`src/rtl/seq_div4.sv`:
```
// Sequential restoring divider: one quotient bit per cycle from a single
// WIDTH+1-bit trial subtractor; results land WIDTH cycles after start.
module seq_div4 #(
  parameter int WIDTH = 4
) (
  input  logic             clk,
  input  logic             rst_n,
  input  logic             start,
  input  logic [WIDTH-1:0] dividend,
  input  logic [WIDTH-1:0] divisor,
  output logic             busy,
  output logic             done,
  output logic [WIDTH-1:0] quotient,
  output logic [WIDTH-1:0] remainder,
  output logic             div_by_zero
);

  localparam logic [1:0] S_IDLE = 2'd0;
  localparam logic [1:0] S_RUN  = 2'd1;
  localparam logic [1:0] S_DONE = 2'd2;
  localparam int CW = $clog2(WIDTH + 1);

  // Handshake: start is taken on any edge where busy = 0; done is a one-cycle
  // pulse that is never back-pressured or acknowledged.
  logic [1:0]       state;
  logic [WIDTH-1:0] q_r;
  logic [WIDTH-1:0] d_r;
  logic [WIDTH-1:0] r_r;
  logic [CW-1:0]    cnt;

  logic [WIDTH:0]   r_shift;
  logic [WIDTH:0]   trial;
  logic [WIDTH-1:0] q_next;
  logic [WIDTH-1:0] r_next;
  logic             last_iter;

  // A restored partial remainder is always below the divisor, so its top bit
  // is zero between iterations; only the shifted value needs WIDTH+1 bits.
  always_comb begin
    r_shift   = {r_r, q_r[WIDTH-1]};
    trial     = r_shift - {1'b0, d_r};
    q_next    = {q_r[WIDTH-2:0], 1'b0};
    r_next    = r_shift[WIDTH-1:0];
    if (!trial[WIDTH]) begin
      q_next = {q_r[WIDTH-2:0], 1'b1};
      r_next = trial[WIDTH-1:0];
    end
    last_iter = (cnt == CW'(WIDTH - 1));
  end

  always_ff @(posedge clk or negedge rst_n) begin
    if (!rst_n) begin
      state       <= S_IDLE;
      q_r         <= '0;
      d_r         <= '0;
      r_r         <= '0;
      cnt         <= '0;
      quotient    <= '0;
      remainder   <= '0;
      div_by_zero <= 1'b0;
    end else begin
      case (state)
        S_IDLE, S_DONE: begin
          if (start) begin
            q_r   <= dividend;
            d_r   <= divisor;
            r_r   <= '0;
            cnt   <= '0;
            state <= S_RUN;
          end else begin
            state <= S_IDLE;
          end
        end
        S_RUN: begin
          q_r <= q_next;
          r_r <= r_next;
          cnt <= cnt + CW'(1);
          if (last_iter) begin
            quotient    <= q_next;
            remainder   <= r_next;
            div_by_zero <= (d_r == '0);
            state       <= S_DONE;
          end
        end
        default: state <= S_IDLE;
      endcase
    end
  end

  assign busy = (state == S_RUN);
  assign done = (state == S_DONE);

endmodule
```
`config.mk`:
```
export PLATFORM = sky130hd
export DESIGN_NAME = seq_div4
export DESIGN_NICKNAME = d
export VERILOG_FILES = /design/src/rtl/seq_div4.sv
export SDC_FILE = /design/constraint.sdc
export NUM_CORES = 1
export LEC_CHECK = 0
export CORE_MARGIN = 5
export CORE_UTILIZATION = 50
export DETAILED_ROUTE_END_ITERATION = 6
export PLACE_DENSITY = 0.76
export SETUP_SLACK_MARGIN = 0.4
export SLEW_MARGIN = 20
export SYNTH_ARGS = -nofsm -noshare
export SYNTH_HDL_FRONTEND = slang
export SYNTH_SLANG_ARGS = --single-unit
```
`constraint.sdc`:
```
create_clock -name clk -period 5.9 [get_ports clk]
set_input_delay 0.885 -clock clk [delete_from_list [all_inputs] [get_ports clk]]
set_output_delay 0.885 -clock clk [all_outputs]
set_load 0.03 [all_outputs]
```
==> flow_summary.toml <==
[outcome]
status = "completed"

[logic_synthesis]
synth_area_leaders = "dfrtp_1 (48%), nand2_1 (8.9%), ha_1 (5.6%)"
syn_area_um2 = 1350
yosys.area_share.adder_pct = 7.07
synth_xor_area_share_pct = 1.30
seq_area_frac_synth_pct = 48.4
synth_top_area_cell = "dfrtp_1"
synth_top_family_by_area = "simple AND/OR/NAND/NOR gates"
synth_simple_gate_area_share_pct = 21.5
synth_compound_area_share_pct = 18.1
yosysTopAreaCellShare_pct = 48.4
synthCells = 146
ys_types = 35
synth_nets = 164
yosysWarnings = 0
synthMuxAreaShare_pct = 0
avgSynthCellArea_um2 = 9.21
synth_seq_cells = 26

[detailed_routing]
top_layer = "met4"
vias = 1146
vias_per_cell = 5.79
met2_wirelength_um = 1480
drt_iter0_markers = 33
firstDrtPassIters = 4
drc = 0
wl_met3_um = 93
wl_um = 2920
routedWlPerCell_um = 14.8
drtAntennaViolNets = 0
met1_length_um = 1290

[timing]
whs_ns = 0.498
fin_worst_skew_ns = 0.0119
fmax_mhz = 346
final.min_clock_period_ns = 2.89
timing.setup.tns_ns = 0
rsz0062_at_grt = "false"
tightest_slew_ns = 0.758
maxSlewViolCount = 0
slew_headroom_pct = 49.4
final.period_utilization_pct = 49.0
hold_violations = 0
setup_viol = 0

[power]
p_leak_nw = 0.731
ir_drop_mv = 0.409
power.density_nw_per_um2 = 680

[cells_and_area]
design_area_um2 = 1640
fin_nets = 187
final_layout_size_suffix_gt1_share_pct = 5.36
instances_no_fill = 198
syn2layout_area_growth_pct = 21.8
n_antenna_cell = 0
final_util_pct = 64.9

[setup_path]
crit_type = "reg2out"
critical_path_required_ns = 5.02
reg2regPathDepth = 8
worstSetupStartpointType = "register"
cp-startpoint = "state[0]$_DFFE_PN0P_"
reg2reg_from = "q_r[3]$_DFFE_PN0P_"
critPathArrivalTime_ns = 2.01
cp_cell_sequence = "nand2b_2, clkinv_1, clkdlybuf4s50_1"
endpoint = "busy"
r2r_end = "remainder[0]$_DFFE_PN0P_"
end_kind = "output port"
cpPeakStageDelay_ns = 0.68
cp_slowest_cell = "clkdlybuf4s50_1"
crit_fanout = 15
rrSetupSlack_ns = 3.60

[placement]
dp_hpwl_um = 2240
dp.cells = 194
port_buffers = 21
place_area_um2 = 1590
gp_congestion = 0.813

[global_route]
grt-ovfl-total = 0
antenna_found_initial = 0
grt_max_degree = 27
grt_pass1_vias = 1134
grt_pass1_wl_um = 5110
grtUsageTotal_pct = 18.0

[clocking]
cts-htree-levels = 1
clock_sinks = 26
post-cts-setup-buffers = 0
cts_hold_buf = 0
cts-root-buf = "clkbuf_4"
cts.repair.resized = 0
clk_pin_slew_ns = 0.15
cts_buffer_depth = 2
cts_buffers = 3
clk_latency_ns = 0.32
cts_tree = "yes"

[floorplan]
die_w_um = 61.9
placementRows = 18
core_um2 = 2520
die_y_um = 61.9
io_pins = 22
start_util_pct = 53.3
die_area_um2 = 3830

[job]
cap_violations = 0

[min_path]
hold_path_class = "reg2reg"
flip-flops by register name, indices dropped and copies added (netlist names):
signal,count
d_r,4
q_r,4
quotient,4
r_r,4
remainder,4
cnt,3
state,2
div_by_zero,1
report_power, final:
| group | total (mW) | internal [mW] | switching [mW] |
|---|---|---|---|
| Sequential | 0.336 | 0.267 | 0.0685 |
| Clock | 0.121 | 0.0687 | 0.0523 |
| Combinational | 0.657 | 0.261 | 0.396 |
| Total | 1.11 | 0.597 | 0.517 |
cell usage after synthesis:
| cell type | instances |
|---|---|
| a21o_1 | 1 |
| nor2b_1 | 3 |
| nand3_1 | 3 |
| o311a_1 | 2 |
| o21ba_2 | 1 |
| nand4_1 | 4 |
| or3_1 | 1 |
| and3_1 | 1 |
| or4_1 | 1 |
| o21a_1 | 1 |
| clkbuf_1 | 4 |
| a22oi_1 | 1 |
| nand2_1 | 32 |
| ha_1 | 6 |
| nand4b_1 | 1 |
| fa_1 | 1 |
| nand2b_2 | 1 |
| a21oi_1 | 2 |
| nor2_1 | 9 |
| xor2_1 | 2 |
| nor3_1 | 2 |
| inv_1 | 7 |
| nand3b_1 | 1 |
| dfrtp_1 | 26 |
| a22o_1 | 1 |
| o21bai_1 | 1 |
| o31ai_1 | 4 |
| a31oi_1 | 5 |
| nand2b_1 | 2 |
| o21ai_0 | 13 |
| a211oi_2 | 1 |
| o221ai_1 | 1 |
| and2_4 | 1 |
| clkinv_1 | 2 |
| a211o_1 | 2 |
placed cells by master (no fill, tap or decap):
cell / Yosys / final
nand2b_2: 1 / 1
o21a_1: 1 / 1
a21oi_1: 2 / 2
clkdlybuf4s50_1: 0 / 21
inv_1: 7 / 7
a31oi_1: 5 / 5
o31ai_1: 4 / 4
nand3b_1: 1 / 1
clkbuf_4: 0 / 3
bufinv_16: 0 / 1
o311a_1: 2 / 2
or4_1: 1 / 1
nand2b_1: 2 / 2
nand4b_1: 1 / 1
nand2_1: 32 / 32
nor3_1: 2 / 2
o21ba_2: 1 / 1
or3_1: 1 / 1
a22oi_1: 1 / 1
a211oi_2: 1 / 1
a21o_1: 1 / 1
dfrtp_1: 26 / 26
clkinv_1: 2 / 2
o221ai_1: 1 / 1
nor2_1: 9 / 9
nand3_1: 3 / 3
o21bai_1: 1 / 1
ha_1: 6 / 6
nand4_1: 4 / 4
nor2b_1: 3 / 3
xor2_1: 2 / 2
buf_4: 0 / 1
a211o_1: 2 / 2
o21ai_0: 13 / 13
a22o_1: 1 / 1
and3_1: 1 / 1
fa_1: 1 / 1
and2_4: 1 / 1
worst max-delay path: cells and delay by family, from the launching register on:
family,cells,cell delay [ns]
flip-flops,1,0.44
buffers and inverters,2,1.00
AND/OR/NAND/NOR,1,0.25
worst min-delay path by stage:
stage	start	end	slack [ns]	cells past startpoint
2_1_floorplan	cnt[2]$_DFFE_PN0P_	cnt[2]$_DFFE_PN0P_	0.45	2
3_3_place_gp	quotient[3]$_DFFE_PN0P_	quotient[3]$_DFFE_PN0P_	0.46	2
3_5_place_dp	quotient[2]$_DFFE_PN0P_	quotient[2]$_DFFE_PN0P_	0.47	2
4_1_cts	quotient[2]$_DFFE_PN0P_	quotient[2]$_DFFE_PN0P_	0.50	2
5_1_grt	quotient[2]$_DFFE_PN0P_	quotient[2]$_DFFE_PN0P_	0.52	2
6_report	quotient[1]$_DFFE_PN0P_	quotient[1]$_DFFE_PN0P_	0.50	2
layout make-up:
cell class / instances / area [um^2]
clock buffer: 3 / 22.5
clock inverter: 1 / 30.0
fill: 217 / 885
inverter: 9 / 33.8
multi-input combinational: 107 / 646
sequential: 26 / 651
tap: 30 / 37.5
timing repair buffer: 22 / 218
logic make-up after synthesis:
group / after synthesis
flops: 26
fa+ha+maj: 7
compound gates: 36
xor+xnor: 2
simple gates: 62
buf+inv: 13
metal layers:
metal / vias up / track usage, %
met1: 561 / 23.5
met3: 6 / 2.48
met4: 0 / 8.79
met5: - / 0
met2: 23 / 29.4
li1: 556 / -
metrics by stage:
step / worst slack, ns / power, mW
floorplan: 3.81 / 0.798
global placement: 3.29 / 0.971
detailed placement: 3.20 / 0.994
CTS: 2.99 / 1.12
global route: 2.83 / 1.21
finish: 3.01 / 1.11
(Power assumes the default switching activity.)
